**src/rtl/bubble_rom_arbiter_if.sv**
```systemverilog
// Requester/ROM bundle for the bubble sprite ROM arbiter.
// slave = arbiter side, master = renderers + ROM side.
interface bubble_rom_arbiter_if #(
  parameter int unsigned N_REQ  = 4,
  parameter int unsigned ADDR_W = 17,
  parameter int unsigned DATA_W = 6
);
  logic                    en;
  logic [N_REQ-1:0]        req;
  logic [N_REQ*ADDR_W-1:0] req_addr;
  logic [N_REQ-1:0]        gnt;
  logic [ADDR_W-1:0]       rom_address;
  logic [DATA_W-1:0]       rom_q;
  logic [N_REQ-1:0]        rvalid;
  logic [DATA_W-1:0]       rdata;
  logic                    busy;

  modport slave (
    input  en, req, req_addr, rom_q,
    output gnt, rom_address, rvalid, rdata, busy
  );

  modport master (
    output en, req, req_addr, rom_q,
    input  gnt, rom_address, rvalid, rdata, busy
  );
endinterface

```
**src/rtl/bubble_rom_arbiter.sv**
```systemverilog
// Round-robin arbiter sharing the bubble sprite ROM read port among N_REQ renderers.
// Returns palette data with a one-hot tag at fixed latency ROM_LAT+1.
module bubble_rom_arbiter #(
  parameter int unsigned N_REQ   = 4,
  parameter int unsigned ADDR_W  = 17,
  parameter int unsigned DATA_W  = 6,
  parameter int unsigned ROM_LAT = 1
) (
  input logic                  vga_clk,
  input logic                  reset_n,
  bubble_rom_arbiter_if.slave  bus
);
  localparam int unsigned PTR_W = (N_REQ > 1) ? $clog2(N_REQ) : 1;

  logic [PTR_W-1:0]              ptr;
  logic [PTR_W-1:0]              gnt_idx;
  logic [PTR_W-1:0]              cand;
  logic                          found;
  logic [N_REQ-1:0]              gnt_vec;
  logic [ADDR_W-1:0]             addr_sel;
  logic [ADDR_W-1:0]             rom_address_q;
  logic [ROM_LAT:0][N_REQ-1:0]   tag;
  logic [DATA_W-1:0]             rdata_q;
  logic                          busy_q;
  logic                          busy_d;

  // Round-robin search starting at ptr; gnt held low during reset.
  always_comb begin
    found   = 1'b0;
    gnt_idx = '0;
    cand    = '0;
    gnt_vec = '0;
    if (reset_n && bus.en) begin
      for (int unsigned k = 0; k < N_REQ; k++) begin
        cand = PTR_W'((32'(ptr) + k) % N_REQ);
        if (!found && bus.req[cand]) begin
          found   = 1'b1;
          gnt_idx = cand;
        end
      end
    end
    if (found) gnt_vec[gnt_idx] = 1'b1;
  end

  always_comb begin
    addr_sel = '0;
    for (int unsigned i = 0; i < N_REQ; i++) begin
      if (gnt_idx == PTR_W'(i)) addr_sel = bus.req_addr[i*ADDR_W +: ADDR_W];
    end
  end

  // busy tracks every stage except the rvalid output stage, registered one edge ahead.
  always_comb begin
    busy_d = |gnt_vec;
    for (int unsigned s = 0; s + 1 < ROM_LAT; s++) begin
      busy_d = busy_d | (|tag[s]);
    end
  end

  always_ff @(posedge vga_clk or negedge reset_n) begin
    if (!reset_n) begin
      ptr           <= '0;
      rom_address_q <= '0;
      tag           <= '0;
      rdata_q       <= '0;
      busy_q        <= 1'b0;
    end else begin
      if (found) begin
        rom_address_q <= addr_sel;
        ptr           <= (gnt_idx == PTR_W'(N_REQ - 1)) ? '0 : gnt_idx + PTR_W'(1);
      end
      tag[0] <= gnt_vec;
      for (int unsigned s = 1; s <= ROM_LAT; s++) begin
        tag[s] <= tag[s-1];
      end
      if (|tag[ROM_LAT-1]) rdata_q <= bus.rom_q;
      busy_q <= busy_d;
    end
  end

  assign bus.gnt         = gnt_vec;
  assign bus.rom_address = rom_address_q;
  assign bus.rvalid      = tag[ROM_LAT];
  assign bus.rdata       = rdata_q;
  assign bus.busy        = busy_q;

endmodule

```
**src/flat_wrapper.sv**
```systemverilog
// flat-port wrapper written by rule: the top's interface ports become plain ports
module bubble_rom_arbiter_flat 
#(
  parameter int unsigned N_REQ   = 4,
  parameter int unsigned ADDR_W  = 17,
  parameter int unsigned DATA_W  = 6,
  parameter int unsigned ROM_LAT = 1
)
  (vga_clk, reset_n, bus_en, bus_req, bus_req_addr, bus_rom_q, bus_gnt, bus_rom_address, bus_rvalid, bus_rdata, bus_busy);
  bubble_rom_arbiter_if #(.N_REQ(N_REQ), .ADDR_W(ADDR_W), .DATA_W(DATA_W)) bus_i ();
  input logic vga_clk;
  input logic reset_n;
  input wire logic [$bits(bus_i.en)-1:0] bus_en;
  input wire logic [$bits(bus_i.req)-1:0] bus_req;
  input wire logic [$bits(bus_i.req_addr)-1:0] bus_req_addr;
  input wire logic [$bits(bus_i.rom_q)-1:0] bus_rom_q;
  output wire logic [$bits(bus_i.gnt)-1:0] bus_gnt;
  output wire logic [$bits(bus_i.rom_address)-1:0] bus_rom_address;
  output wire logic [$bits(bus_i.rvalid)-1:0] bus_rvalid;
  output wire logic [$bits(bus_i.rdata)-1:0] bus_rdata;
  output wire logic [$bits(bus_i.busy)-1:0] bus_busy;
  assign bus_i.en = bus_en;
  assign bus_i.req = bus_req;
  assign bus_i.req_addr = bus_req_addr;
  assign bus_i.rom_q = bus_rom_q;
  assign bus_gnt = bus_i.gnt;
  assign bus_rom_address = bus_i.rom_address;
  assign bus_rvalid = bus_i.rvalid;
  assign bus_rdata = bus_i.rdata;
  assign bus_busy = bus_i.busy;
  bubble_rom_arbiter #(.N_REQ(N_REQ), .ADDR_W(ADDR_W), .DATA_W(DATA_W), .ROM_LAT(ROM_LAT)) u_core (.vga_clk(vga_clk), .reset_n(reset_n), .bus(bus_i));
endmodule
```
**config.mk**
```make
export PLATFORM = sky130hd
export DESIGN_NAME = bubble_rom_arbiter_flat
export DESIGN_NICKNAME = d
export VERILOG_FILES = /design/src/rtl/bubble_rom_arbiter_if.sv /design/src/rtl/bubble_rom_arbiter.sv /design/src/flat_wrapper.sv
export SDC_FILE = /design/constraint.sdc
export NUM_CORES = 1
export LEC_CHECK = 0
export ABC_AREA = 1
export CAP_MARGIN = 20
export CORE_MARGIN = 4
export CORE_UTILIZATION = 40
export DETAILED_ROUTE_END_ITERATION = 8
export PLACE_DENSITY = 0.81
export SYNTH_ARGS = -nofsm -noshare
export SYNTH_HDL_FRONTEND = slang
export SYNTH_SLANG_ARGS = --single-unit
export TNS_END_PERCENT = 20
```
**constraint.sdc**
```tcl
create_clock -name vga_clk -period 3.7 [get_ports vga_clk]
set_clock_uncertainty 0.15 [all_clocks]
set_input_delay 0.925 -clock vga_clk [delete_from_list [all_inputs] [get_ports vga_clk]]
set_output_delay 0.925 -clock vga_clk [all_outputs]
set_load 0.03 [all_outputs]
```
==> qor.csv <==
stage,metric,value,unit
status,status,finished clean,
synth,Yosys Warn Count,0,
floorplanning,die area,6590,um2
finish,register area,851,um2
floorplanning,Die H,81.2,um
synth,Yosys cell types,24,
power_and_ir_drop,worst vdd ir,324,uV
finish,share of layout cells above drive strength 1,17.9,%
finish,post-layout util,71.2,%
global_route,GRT Resource Usage Total,20.9,%
synth,#FFs+latches synth,34,
synth,Synth Instances,317,
detailed_routing,Vias,2382,
sta,RSZ-0062 raised after global routing,true,
detailed_routing,routed wl met3,370,um
power_and_ir_drop,Leak Pwr,1.74,nW
worst_setup_path,crit path DAT,2.51,ns
sta,fin crit period,3.59,ns
clocking,CTS tree,built,
placement,Placement Setup Slack,-0.244,ns
run,max-cap violations,0,
detailed_routing,post-route ant nets,0,
finish,Area Overhead vs Synth,70.7,%
synth,post-synth top area cell,dfrtp_1,
sta,fin crit share,96.9,%
floorplanning,die width,81.2,um
detailed_routing,met2 WL,3640,um
finish,fill count,436,
clocking,CTS max path bufs,2,
sta,Setup TNS Final,0,ns
clocking,clk_lat worst skew,0.29,ns
finish,Multi-input gate area,1230,um2
sta,Worst-Margin Slew,0.422,ns
worst_setup_path,crit path launch type,input port,
worst_setup_path,CP Capture Type,output port,
clocking,clock net sink count,34,
finish,NumNets Final,520,
clocking,CTS root buffer,clkbuf_8,
detailed_routing,WL met1,2740,um
global_route,first-pass GRT wire length,10700,um
synth,Mean Syn Cell Area,6.76,um2
global_route,total gr overflow,0,
worst_setup_path,Critical Setup Path Class,input port to output port,
finish,antenna diode count,0,
clocking,clock-pin slew on the worst setup and hold paths,0.09,ns
floorplanning,I/O pin count,113,
detailed_routing,DR DRC count,0,
sta,final hold violation count,0,
sta,Slew Limit Fails,0,
placement,GP Congestion,0.927,
synth,"Net Count, Synth",402,
detailed_routing,Top Layer Used,met4,
synth,Synth area leaders,"dfrtp_1 (40%), nand2_1 (26%), o21ai_0 (8.2%)",
floorplanning,core area,5140,um2
clocking,clock buffer count from CTS,5,
worst_hold_path,Min-Delay Path Class,register to register,
global_route,largest net degree at the start of global routing,36,
synth,register area share after synthesis,39.7,%
global_route,vias in the first global route,2405,
floorplanning,Rows,26,
clocking,H-tree Lvls,2,
detailed_routing,drt first pass iters,5,
sta,final worst setup slack,0.114,ns
synth,Mapped Area,2140,um2
clocking,hold buffers post-CTS,0,
floorplanning,Starting Density,41.7,%
worst_setup_path,Worst Path Required,2.62,ns
synth,post-synth top area share,39.7,%
global_route,initial antenna violation count,0,
detailed_routing,Avg WL per Cell,13.4,um
sta,# setup viols final,0,
detailed_routing,Detailed Route Iter0 Violations,116,
detailed_routing,routed wire length,6800,um
placement,dpl hpwl,4880,um
sta,Slew HR,71.8,%
power_and_ir_drop,pwr dens,773,nW/um2
placement,IO Port Bufs,112,
worst_setup_path,worst-path fanout max,3,
sta,top achievable clock speed,0.279,GHz
detailed_routing,vias per cell,4.71,
==> layout by cell type, fill, tap and decap left out <==
cell               n
o21ai_1            6
o21ai_4            1
buf_2              1
nand2_2           11
inv_4              2
ha_4               4
or4_1              1
clkinv_4           1
nor2_4             6
dlygate4sd2_1      4
inv_1             10
clkdlybuf4s50_1  103
nand2_4            3
clkbuf_8           5
a21oi_1           17
bufinv_16          2
o211ai_1           2
inv_2             12
nor2_2             2
buf_4             17
dfrtp_1           34
nand3_1            3
o21ai_0           35
nand2_1          142
nand3_2            5
nor2_1             1
buf_6              5
nand3_4            1
==> worst max-delay path, stage by stage <==
cell and delay [ns]:
dlygate4sd2_1 0.22, inv_1 0.07, nand2_2 0.08, nand2_1 0.09, o21ai_4 0.18, buf_4 0.14
nand3_1 0.08, nand3_2 0.09, nand2_4 0.08, buf_4 0.15, ha_4 0.16, inv_2 0.06
nor2_4 0.03, buf_6 0.14
==> layer usage <==
| metal | global-route usage (%) | vias to the layer above |
|---|---|---|
| met5 | 0 | - |
| met4 | 5.91 | 0 |
| met3 | 4.21 | 4 |
| met2 | 39.9 | 71 |
| met1 | 23.1 | 1080 |
| li1 | - | 1227 |
==> Yosys cell counts (all sizes together) <==
library cell and count:
nand3 9, inv 24, clkbuf 7, o211ai 2, nand2 156, dfrtp 34, or4 1, a21oi 17
o21ai 42, nor2 9, buf 12, ha 4
==> power breakdown <==
group          switching, mW  internal [mW]  total (mW)
Sequential             0.104          0.512       0.616
Clock                  0.148          0.270       0.419
Combinational           1.06          0.733        1.79
==> state kept, by name, summed over array words and instances (netlist names) <==
signal	cells
u_core.bus.busy	1
u_core.bus.rdata	6
u_core.bus.rom_address	17
u_core.bus.rvalid	4
u_core.ptr	2
u_core.tag	4
==> cell type report <==
class | count | area share (%)
flip-flops and latches | 34 | 23.3
inverters | 24 | 2.60
clock inverters | 3 | 1.88
repair buffers | 130 | 34.3
multi-input cells | 240 | 33.7
well taps | 70 | 2.39
clock buffers | 5 | 1.88
==> metrics by stage <==
stage | instances | hold slack [ns] | power, mW | instance area (um2)
2_1_floorplan | 317 | 0.196 | 1.64 | 2160
3_3_place_gp | 491 | 0.202 | 2.17 | 3330
3_5_place_dp | 491 | 0.203 | 2.21 | 3330
4_1_cts | 505 | 0.222 | 2.72 | 3580
5_1_grt | 506 | 0.234 | 3.06 | 3660
6_report | 506 | 0.220 | 2.83 | 3660
==> what timing repair did <==
item,in CTS,in global routing
endpoints found under the setup margin,4,4
pin swaps,9,7
buffers inserted,6,1
resized for setup,31,15
==> logic make-up (layout without fill, tap and decap cells) <==
| family | count (synthesis) | after routing | synth area share [%] |
|---|---|---|---|
| compound gates | 61 | 61 | 14.5 |
| fa+ha+maj | 4 | 4 | 2.34 |
| buf+inv | 43 | 162 | 9.40 |
| flops | 34 | 34 | 39.7 |
| simple gates | 175 | 175 | 34.1 |
==> worst paths after layout <==
check	from	endpoint	slack [ns]	cells after the start
hold / removal	u_core.tag[1]$_DFF_PN0_	u_core.bus.rvalid[1]$_DFF_PN0_	0.22	0
hold reg to reg	u_core.tag[1]$_DFF_PN0_	u_core.bus.rvalid[1]$_DFF_PN0_	0.22	0
setup / recovery	bus_req[0]	bus_gnt[1]	0.11	14
min in group asynchronous	reset_n	u_core.bus.rdata[0]$_DFFE_PN0P_	0.51	2
setup reg to reg	u_core.ptr[0]$_DFFE_PN0N_	u_core.bus.rom_address[11]$_DFFE_PN0N_	0.56	19
max in group asynchronous	reset_n	u_core.bus.rom_address[15]$_DFFE_PN0N_	2.57	2
(Power assumes the default switching activity.)
